[config.mk]
export PLATFORM = sky130hd
export DESIGN_NAME = rc_adder_sweep_ctrl
export DESIGN_NICKNAME = d
export VERILOG_FILES = /design/src/rtl/rc_adder_sweep_ctrl.sv
export SDC_FILE = /design/constraint.sdc
export NUM_CORES = 1
export LEC_CHECK = 0
export CAP_MARGIN = 20
export CORE_MARGIN = 3
export CORE_UTILIZATION = 54
export CTS_CLUSTER_SIZE = 24
export DETAILED_ROUTE_END_ITERATION = 12
export GPL_TIMING_DRIVEN = 0
export HOLD_SLACK_MARGIN = 0.08
export PLACE_DENSITY_LB_ADDON = 0.15
export SYNTH_ARGS = -nofsm -noshare
export SYNTH_HDL_FRONTEND = slang
export SYNTH_SLANG_ARGS = --single-unit
[constraint.sdc]
create_clock -name clk -period 6.4 [get_ports clk]
set_input_delay 1.28 -clock clk [delete_from_list [all_inputs] [get_ports clk]]
set_output_delay 1.28 -clock clk [all_outputs]
set_load 0.01 [all_outputs]
[src/rtl/rc_adder_sweep_ctrl.sv]
// Exhaustive operand sweep and error accumulator for one approximate
// ripple-carry adder; the adder itself sits outside, driven by duc_a/duc_b.
module rc_adder_sweep_ctrl #(
  parameter int W = 8
) (
  input  logic             clk,
  input  logic             rst,
  input  logic             start,
  input  logic             abort,
  output logic [W-1:0]     duc_a,
  output logic [W-1:0]     duc_b,
  input  logic [W:0]       duc_sum,
  output logic             busy,
  output logic             done,
  output logic [2*W:0]     err_cnt,
  output logic [3*W:0]     err_sum,
  output logic [W:0]       err_max,
  output logic [W-1:0]     max_a,
  output logic [W-1:0]     max_b
);

  typedef enum logic [1:0] {
    IDLE,
    SWEEP,
    DONE
  } state_t;

  state_t state;

  logic [W:0]     exact;
  logic [W:0]     e;
  logic           last;
  logic [2*W-1:0] pair_nxt;

  // Magnitude is taken before subtracting so it never wraps.
  always_comb begin
    exact    = {1'b0, duc_a} + {1'b0, duc_b};
    e        = (duc_sum >= exact) ? (duc_sum - exact)
                                  : (exact - duc_sum);
    last     = (&duc_a) && (&duc_b);
    pair_nxt = {duc_a, duc_b} + {{(2*W-1){1'b0}}, 1'b1};
  end

  always_ff @(posedge clk) begin
    if (rst) begin
      state   <= IDLE;
      duc_a   <= '0;
      duc_b   <= '0;
      busy    <= 1'b0;
      done    <= 1'b0;
      err_cnt <= '0;
      err_sum <= '0;
      err_max <= '0;
      max_a   <= '0;
      max_b   <= '0;
    end else begin
      unique case (state)
        IDLE: begin
          done <= 1'b0;
          if (start) begin
            state   <= SWEEP;
            busy    <= 1'b1;
            duc_a   <= '0;
            duc_b   <= '0;
            err_cnt <= '0;
            err_sum <= '0;
            err_max <= '0;
            max_a   <= '0;
            max_b   <= '0;
          end
        end
        SWEEP: begin
          if (abort) begin
            // Partial totals stay visible; current pair is dropped.
            state <= IDLE;
            busy  <= 1'b0;
            duc_a <= '0;
            duc_b <= '0;
          end else begin
            if (e != '0)
              err_cnt <= err_cnt
                + {{(2*W){1'b0}}, 1'b1};
            err_sum <= err_sum + {{(2*W){1'b0}}, e};
            if (e > err_max) begin
              err_max <= e;
              max_a   <= duc_a;
              max_b   <= duc_b;
            end
            if (last) begin
              state <= DONE;
              busy  <= 1'b0;
              done  <= 1'b1;
              duc_a <= '0;
              duc_b <= '0;
            end else begin
              {duc_a, duc_b} <= pair_nxt;
            end
          end
        end
        DONE: begin
          state <= IDLE;
          done  <= 1'b0;
        end
        default: begin
          state <= IDLE;
          busy  <= 1'b0;
          done  <= 1'b0;
        end
      endcase
    end
  end

endmodule
==> results of run 1 <==
[repair_timing]
action,in CTS,in global routing
gates resized for setup,0,11
buffers inserted,0,0
endpoints found under the setup margin,0,28
hold buffers,0,0
[power by group through the flow]
stage	Clock [W]	Sequential, W	Combinational (W)
2_1_floorplan	0	0.000567	0.000150
3_3_place_gp	0	0.000566	0.000211
3_5_place_dp	0	0.000566	0.000219
4_1_cts	0.000379	0.000553	0.000219
5_1_grt	0.000406	0.000555	0.000248
6_report	0.000372	0.000553	0.000225
[final cells by class]
type / instances / area (um^2) / area share [%]
repair buffers: 97 / 971 / 14.0
multi-input cells: 497 / 3530 / 50.7
well taps: 133 / 166 / 2.39
plain buffers: 30 / 154 / 2.21
clock buffers: 9 / 124 / 1.78
inverters: 55 / 206 / 2.97
flip-flops and latches: 87 / 1740 / 25.1
clock inverters: 7 / 61.3 / 0.882
[state kept, by name, indices dropped and copies added (netlist names)]
name     flops
duc_a        8
duc_b        8
busy         1
max_a        8
state        2
err_max      9
err_sum     25
err_cnt     17
max_b        8
done         1
[per-stage QoR]
stage          cell area (um^2)  cells
3_3_place_gp               6730    899
3_5_place_dp               6730    899
5_1_grt                    6950    915
6_report                   6950    915
2_1_floorplan              5590    669
4_1_cts                    6920    915
[layer usage]
metal	GRT usage [%]	up-vias	part of all wire, %
met4	7.03	0	1.3
met3	6.12	16	7.1
met2	44.9	218	49
li1	-	2635	-
met1	33.7	2569	43
met5	0	-	0
[worst reg2reg max path, cell delays in order (launching register included)]
cell	delay, ns
dfxtp_1	0.48
ha_1	0.22
inv_1	0.05
fa_1	0.40
inv_1	0.07
a21oi_1	0.06
o21bai_1	0.20
a21oi_1	0.10
o21bai_1	0.20
xor2_1	0.27
ha_1	0.30
buf_6	0.15
nand4_1	0.18
o221ai_2	0.14
a211oi_2	0.33
buf_6	0.21
mux2i_1	0.28
xnor2_2	0.17
ha_1	0.36
nor2b_1	0.21
o21ai_0	0.12
a21boi_0	0.26
o21ai_0	0.14
a21oi_1	0.30
o21ai_2	0.20
a211oi_2	0.30
mux2i_1	0.21
[placed cells by master, fill, tap and decap left out, types with 9 or more instances in the layout]
cell / synthesis / routed
clkbuf_8: 0 / 9
xnor2_1: 21 / 20
nand2_1: 47 / 47
a22o_1: 27 / 27
a21oi_1: 41 / 41
dfxtp_1: 87 / 87
a221oi_1: 10 / 10
clkdlybuf4s50_1: 0 / 97
ha_1: 46 / 46
a211oi_1: 19 / 18
xor2_1: 12 / 10
mux2i_1: 13 / 13
o21ai_1: 17 / 17
inv_1: 55 / 55
nand4_1: 14 / 14
nor2_1: 57 / 56
clkbuf_1: 18 / 16
and3_1: 19 / 19
or3_1: 11 / 11
o21ai_0: 19 / 18
nor3_1: 13 / 13
nand3_1: 19 / 19
[logic make-up after synthesis]
kind of cell,Yosys count
and+or+nand+nor,215
DFF,87
xor gates and xnor gates,34
AOI/OAI and AO/OA,183
muxes,15
buffers and inverters,85
adders and majority gates,50
[final timing paths]
| check | end | startpoint |
|---|---|---|
| min reg2reg | done | done |
| max | err_sum[24] | duc_b[0] |
| max reg2reg | err_sum[24] | duc_b[0] |
| min | done | done |
==> out/metrics.yaml, run 1 <==
status: "completed"
hpwl_um: 11500
post-route-util_pct: 70.2
ys_ff_latch: 87
clk_path_buf_depth: 2
vias: 5438
hold_path_depth: 1
path_clk_slew_ns: 0.10
postSynthCellCount: 669
tns_ns: 0
synth_cell_type_count: 62
ios: 98
fp.dieH_um: 108
root_buffer: "clkbuf_8"
synth_fa_ha_area_share_pct: 11.7
critPathRequiredTime_ns: 6.71
syn_area_um2: 5590
wl_per_cell_um: 16.6
final_net_count: 840
period_share_pct: 93.3
synth_top_area_share_pct: 31.1
port_buffers: 97
grt_overflow: 0
ff2ff_setup_slack_ns: 0.43
powerDensity_nw_per_um2: 165
yosys_warnings: 0
slowest_delay_ns: 0.48
dp_slack_ns: 0.199
grt_pass1_vias: 5154
crit_path_max_fanout: 10
rows: 36
p_sw_w: 0.000365
ir_drop_mv: 0.0986
drt-initial-drc-count: 341
antenna_found_initial: 0
critical_path_depth: 26
power_w: 0.00115
critPathBufInv: 4
finalSetupViolCount: 0
n_fill_cell: 832
grt_max_degree: 18
critPathKind: "reg2reg"
async_reset_ff_share_pct: 0
worst_slack_ns: 0.432
syn_area_per_cell_um2: 8.36
cts_tree: "done"
synth_most_common_cell: "dfxtp_1"
cts_inserted_buffers: 9
cp-end-kind: "flop"
skew_ns: 0.0169
synthXorXnorAreaFrac_pct: 5.46
cp_top_family: "compound AO/OA/AOI/OAI gates"
cp-start-kind: "flop"
grt_pass1_wl_um: 24800
ant_nets: 0
worst_pin_slew_ns: 1.05
pwr-share-comb_pct: 19.5
ys.flop_type: "dfxtp_1"
drtPass1Iterations: 7
clk_latency_ns: 0.37
core_area_um2: 9910
holdWs_ns: 0.482
syn_nets: 732
synth_top_family_by_area: "compound AO/OA/AOI/OAI gates"
p_clk_share_pct: 32.3
start_util_pct: 56.4
drv_cap: 0
areaGrowthSynthToFinish_pct: 24.3
yosys.area.top_type: "dfxtp_1"
leakagePower_nw: 2.60
relSlewSlack_pct: 29.9
hold_path_class: "reg2reg"
grt_usage_pct: 26.5
place_congestion: 0.913
reg2reg_depth: 26
ys_seq_area_share_pct: 31.1
synth_edf_count: 0
insertedDiodeCount: 0
routed_wl_um: 15200
rsz0062_at_grt: "no"
period_needed_ns: 5.97
via_per_inst: 5.94
cts.sinks: 87
slew_violations: 0
die_area_um2: 11600
synth_compound_area_share_pct: 22.9
netlist_top_cells_count: "dfxtp_1, nor2_1, inv_1"
crit_arrival_ns: 6.28
htreeDepth: 3
synthSimpleGateAreaFrac_pct: 19.5
drc_errors: 0
switching_share_pct: 31.7
intPower_w: 0.000785
max_freq_mhz: 168
p_seq_share_pct: 48.1
synthMuxAreaShare_pct: 2.93
hold_viol_final: 0
layout-drive-gt1-share_pct: 6.01
synth.area.top_cells: "dfxtp_1, ha_1, a22o_1, nor2_1, inv_1"
die_w_um: 108
critPathSlowestCell: "dfxtp_1"
(Power assumes the default switching activity.)
==> inputs of run 2 (changes only) <==
==> constraint.sdc (replaced) <==
create_clock -name clk -period 6.7 [get_ports clk]
set_input_delay 1.34 -clock clk [delete_from_list [all_inputs] [get_ports clk]]
set_output_delay 1.34 -clock clk [all_outputs]
set_load 0.01 [all_outputs]
==> out/metrics.yaml, run 2 (synthesized netlist as in run 1, its figures left out) <==
grtUsageMet3_pct: 6.12  # unchanged
insertedDiodeCount: 0  # unchanged
worstHoldStart: "err_sum[24]"  # was done
ant_nets: 0  # unchanged
ir_drop_mv: 0.0941  # was 0.0986 mV
cts_inserted_buffers: 9  # unchanged
r2r_start: "duc_b[0]"  # unchanged
layout_common_cells: "clkdlybuf4s50_1, dfxtp_1, nor2_1"  # unchanged
cts_tree: "done"  # unchanged
drtPass1Iterations: 5  # was 7
via_per_inst: 5.95  # was 5.94
intPower_w: 0.000748  # was 0.000785 W
crit_path_max_fanout: 10  # unchanged
drv_cap: 0  # unchanged
grt_usage_pct: 26.5  # unchanged
grt_pass1_vias: 5154  # unchanged
routed_wl_um: 15200  # about the same
largest_reg_flops: 25  # unchanged
crit_top_cell: "ha_1"
cts-resized-gates: 0  # unchanged
reg2reg_depth: 26  # unchanged
port_buffers: 97  # unchanged
htreeDepth: 3  # unchanged
slew_violations: 0  # unchanged
top_usage_layer: "met2"  # unchanged
regToRegEndpoint: "err_max[4]"  # was err_sum[24]
p_sw_w: 0.000349  # was 0.000365 W
hold_path_depth: 2  # was 1
period_needed_ns: 6.28  # was 5.97 ns
postLayoutCellArea_um2: 6920  # was 6950 um^2
place_area_um2: 6730  # unchanged
cts.sinks: 87  # unchanged
rsz0062_at_grt: "no"  # unchanged
clk_path_buf_depth: 2  # unchanged
finalSetupViolCount: 0  # unchanged
grt_use_met2_pct: 44.9  # unchanged
power_w: 0.00110  # was 0.00115 W
top_register: "err_sum"  # unchanged
path_clk_slew_ns: 0.10  # about the same
hold_end: "err_sum[24]"  # was done
ctsHoldBuffers: 0  # unchanged
gr-usage-met1_pct: 33.7  # unchanged
die_w_um: 108  # unchanged
slowest_delay_ns: 0.50  # was 0.48 ns
ios: 98  # unchanged
vias: 5448  # was 5,438
clk_latency_ns: 0.38  # was 0.37 ns
reg_top3: "err_sum: 25 flops, err_cnt: 17 flops, err_max: 9 flops"  # unchanged
grt_pass1_wl_um: 24800  # unchanged
p_clk_share_pct: 32.5  # was 32.3%
skew_ns: 0.0164  # was 0.0169 ns
max_freq_mhz: 159  # was 168 MHz
holdWs_ns: 0.483  # was 0.482 ns
root_buffer: "clkbuf_8"  # unchanged
pwr-share-comb_pct: 19.3  # was 19.5%
p_seq_share_pct: 48.2  # was 48.1%
crit_arrival_ns: 6.59  # was 6.28 ns
switching_share_pct: 31.8  # was 31.7%
cp_top_family: "compound AO/OA/AOI/OAI gates"  # unchanged
period_share_pct: 93.8  # was 93.3%
die_area_um2: 11600  # unchanged
antenna_found_initial: 0  # unchanged
wl_per_cell_um: 16.6  # about the same
hpwl_um: 11500  # unchanged
post-route-util_pct: 69.8  # was 70.2%
core_area_um2: 9910  # unchanged
drt-initial-drc-count: 355  # was 341
hold_path_class: "reg2reg"  # unchanged
final_net_count: 840  # unchanged
relSlewSlack_pct: 29.0  # was 29.9%
drc_errors: 0  # unchanged
cp-start-kind: "flop"  # unchanged
leakagePower_nw: 2.59  # was 2.60 nW
critPathRequiredTime_ns: 7.01  # was 6.71 ns
status: "completed"  # unchanged
tns_ns: 0  # unchanged
place_congestion: 0.913  # unchanged
cts_setup_buffers: 0  # unchanged
cp-end-kind: "flop"  # unchanged
rows: 36  # unchanged
fp.dieH_um: 108  # unchanged
layout-drive-gt1-share_pct: 4.99  # was 6.01%
start_util_pct: 56.4  # unchanged
areaGrowthSynthToFinish_pct: 23.6  # was 24.3%
hold_viol_final: 0  # unchanged
critPathSlowestCell: "xnor2_1"  # was dfxtp_1
critPathBufInv: 5  # was 4
final_common_cell: "clkdlybuf4s50_1"  # unchanged
grt_max_degree: 18  # unchanged
critPathKind: "reg2reg"  # unchanged
ff2ff_setup_slack_ns: 0.42  # was 0.43 ns
powerDensity_nw_per_um2: 159  # was 165 nW/um^2
grt_overflow: 0  # unchanged
worst_pin_slew_ns: 1.06  # was 1.05 ns
==> run 2: worst max-delay path by stage <==
stage / from / to / slack (ns) / cells after the start
after floorplan: duc_b[0] / err_max[6] / 1.52 / 26
after global placement: duc_b[0] / err_max[6] / 0.64 / 25
after detailed placement: duc_b[0] / err_max[1] / 0.50 / 26
after CTS: duc_b[0] / err_max[4] / 0.43 / 26
after global routing: duc_b[0] / err_max[1] / 0.002 / 25
final: duc_b[0] / err_max[4] / 0.42 / 26
==> run 2: power by group through the flow <==
| stage | clock [W] | combinational [W] | sequential, W |
|---|---|---|---|
| floorplan | 0 | 0.000143 | 0.000542 |
| global placement | 0 | 0.000202 | 0.000541 |
| detailed placement | 0 | 0.000209 | 0.000541 |
| CTS | 0.000362 | 0.000210 | 0.000529 |
| global route | 0.000388 | 0.000233 | 0.000530 |
| finish | 0.000357 | 0.000212 | 0.000529 |
==> run 2: layer usage <==
layer  routed length, um  vias to the layer above
li1                    -                     2629
met1                6560                     2586
met2                7360                      208
met3                1040                       25
met4                 211                        0
met5                   0                        -
==> run 2: stage by stage <==
step | setup WS (ns) | cells
5_1_grt | 0.00237 | 915
4_1_cts | 0.434 | 915
2_1_floorplan | 1.52 | 669
6_report | 0.417 | 915
3_3_place_gp | 0.636 | 899
3_5_place_dp | 0.499 | 899
==> run 2: final cells by class <==
class	count	area (um^2)
flip-flops and latches	87	1740
multi-input cells	497	3490
inverters	55	206
well taps	133	166
fillers	834	2990
plain buffers	30	151
repair buffers	97	971
clock inverters	7	61.3
clock buffers	9	124
==> run 2: worst min-delay path: cells and delay by family, from the launching register on <==
family	cells	cell delay, ns
muxes	1	0.05
DFF	1	0.34
and+or+nand+nor	1	0.06
==> inputs of run 3 (changes only) <==
--- a/config.mk
+++ b/config.mk
@@ -13,6 +13,7 @@
 export GPL_TIMING_DRIVEN = 0
 export HOLD_SLACK_MARGIN = 0.08
 export PLACE_DENSITY_LB_ADDON = 0.15
+export SETUP_SLACK_MARGIN = 0.2
 export SYNTH_ARGS = -nofsm -noshare
 export SYNTH_HDL_FRONTEND = slang
 export SYNTH_SLANG_ARGS = --single-unit
==> constraint.sdc (replaced) <==
create_clock -name clk -period 6 [get_ports clk]
set_input_delay 1.2 -clock clk [delete_from_list [all_inputs] [get_ports clk]]
set_output_delay 1.2 -clock clk [all_outputs]
set_load 0.01 [all_outputs]
==> out/metrics.yaml, run 3 (synthesized netlist as in run 1, its figures left out) <==
status: "completed"  # unchanged
grt_pass1_wl_um: 25000  # was 24,800 um
routed_wl_um: 15400  # was 15,200 um
htreeDepth: 3  # unchanged
root_buffer: "clkbuf_8"  # unchanged
ant_nets: 0  # unchanged
via_per_inst: 6.00  # was 5.95
critPathKind: "reg2reg"  # unchanged
final_common_cell: "clkdlybuf4s50_1"  # unchanged
clk_path_buf_depth: 2  # unchanged
worst_pin_slew_ns: 1.06  # about the same
max_freq_mhz: 180  # was 159 MHz
insertedDiodeCount: 0  # unchanged
port_buffers: 97  # unchanged
layout-drive-gt1-share_pct: 8.26  # was 4.99%
start_util_pct: 56.4  # unchanged
critPathSlowestCell: "dfxtp_2"  # was xnor2_1
slowest_delay_ns: 0.41  # was 0.50 ns
drt-initial-drc-count: 384  # was 355
grt_pass1_vias: 5181  # was 5,154
ff2ff_setup_slack_ns: 0.45  # was 0.42 ns
die_area_um2: 11600  # unchanged
holdWs_ns: 0.484  # was 0.483 ns
cp-start-kind: "flop"  # unchanged
post-route-util_pct: 71.0  # was 69.8%
drc_errors: 0  # unchanged
place_congestion: 0.913  # unchanged
period_needed_ns: 5.55  # was 6.28 ns
hold_viol_final: 0  # unchanged
hpwl_um: 11500  # unchanged
fp.dieH_um: 108  # unchanged
drv_cap: 0  # unchanged
crit_start: "duc_b[0]"  # unchanged
grt_max_degree: 18  # unchanged
areaGrowthSynthToFinish_pct: 25.9  # was 23.6%
core_area_um2: 9910  # unchanged
drtPass1Iterations: 5  # unchanged
place_area_um2: 6730  # unchanged
rows: 36  # unchanged
hold_path_class: "reg2reg"  # unchanged
worstHoldStart: "done"  # was err_sum[24]
cts_inserted_buffers: 9  # unchanged
tns_ns: 0  # unchanged
top_register: "err_sum"  # unchanged
skew_ns: 0.0159  # was 0.0164 ns
r2r_start: "duc_b[0]"  # unchanged
slew_violations: 0  # unchanged
cts_tree: "done"  # unchanged
cp-end-kind: "flop"  # unchanged
postLayoutCellArea_um2: 7040  # was 6920 um^2
rsz0062_at_grt: "no"  # unchanged
wl_per_cell_um: 16.7  # was 16.6 um
grt_overflow: 0  # unchanged
ir_drop_mv: 0.105  # was 0.0941 mV
finalSetupViolCount: 0  # unchanged
vias: 5517  # was 5,448
leakagePower_nw: 2.65  # was 2.59 nW
path_clk_slew_ns: 0.10  # about the same
period_share_pct: 92.5  # was 93.8%
largest_reg_flops: 25  # unchanged
power_w: 0.00124  # was 0.00110 W
layout_common_cells: "clkdlybuf4s50_1, dfxtp_1, nor2_1"  # unchanged
critPathRequiredTime_ns: 6.31  # was 7.01 ns
relSlewSlack_pct: 29.5  # was 29.0%
cts.sinks: 87  # unchanged
n_fill_cell: 812  # was 834
powerDensity_nw_per_um2: 176  # was 159 nW/um^2
antenna_found_initial: 0  # unchanged
ios: 98  # unchanged
reg_top3: "err_sum: 25 flops, err_cnt: 17 flops, err_max: 9 flops"  # unchanged
grt_usage_pct: 26.7  # was 26.5%
final_net_count: 845  # was 840
crit_path_max_fanout: 10  # unchanged
crit_arrival_ns: 5.86  # was 6.59 ns
die_w_um: 108  # unchanged
clk_latency_ns: 0.38  # about the same
run 3: cell count changes in the layout (fill, tap and decap cells not counted), moves of 3 or more:
cell      delta
buf_4        +5
clkbuf_1     -5
clkbuf_2     +3
dfxtp_1      -4
dfxtp_2      +4
o21ai_0      -3
run 3: worst paths after layout:
check,end,depth (start not counted)
min reg2reg,done,1
max reg2reg,err_sum[24],27
max,err_sum[24],27
min,done,1
run 3: worst max-delay path, delay by kind of cell (launching register included):
family / cells / cell delay [ns]
and+or+nand+nor: 2 / 0.35
buffers and inverters: 4 / 0.46
DFF: 1 / 0.41
xor gates and xnor gates: 1 / 0.16
AOI/OAI and AO/OA: 14 / 2.32
muxes: 2 / 0.46
adders and majority gates: 4 / 1.30
run 3: report_power, final:
part	total [W]	switching, W	internal, W
Sequential	0.000590	0.00000658	0.000584
Combinational	0.000250	0.000150	0.000100
Clock	0.000398	0.000240	0.000158
Total	0.00124	0.000396	0.000842
run 3: metrics by stage:
stage               setup WS, ns  std cells
finish                     0.450        920
global route               0.175        920
CTS                        0.217        915
detailed placement        -0.201        899
global placement         -0.0636        899
floorplan                  0.819        669
run 3: per-layer routing:
layer	global-route usage, %	part of all wire, %	up-vias
li1	-	-	2645
met1	33.9	42	2628
met2	45.6	49	216
met3	6.18	7.1	28
met4	7.21	1.6	0
met5	0	0	-
run 3: layout make-up:
| type | count | area [um^2] | area share (%) |
|---|---|---|---|
| Multi-Input combinational cell | 497 | 3570 | 50.7 |
| Tap cell | 133 | 166 | 2.36 |
| Buffer | 30 | 160 | 2.27 |
| Sequential cell | 87 | 1750 | 24.8 |
| Clock inverter | 7 | 61.3 | 0.871 |
| Inverter | 55 | 206 | 2.93 |
| Clock buffer | 9 | 124 | 1.76 |
| Timing Repair Buffer | 102 | 1010 | 14.3 |
run 3: repair_timing:
| action | 4_1_cts | 5_1_grt |
|---|---|---|
| setup buffers | 0 | 5 |
| resized for setup | 15 | 18 |
| pin swaps | 1 | 8 |
| hold buffers | 0 | 0 |
| setup endpoints to repair | 35 | 43 |
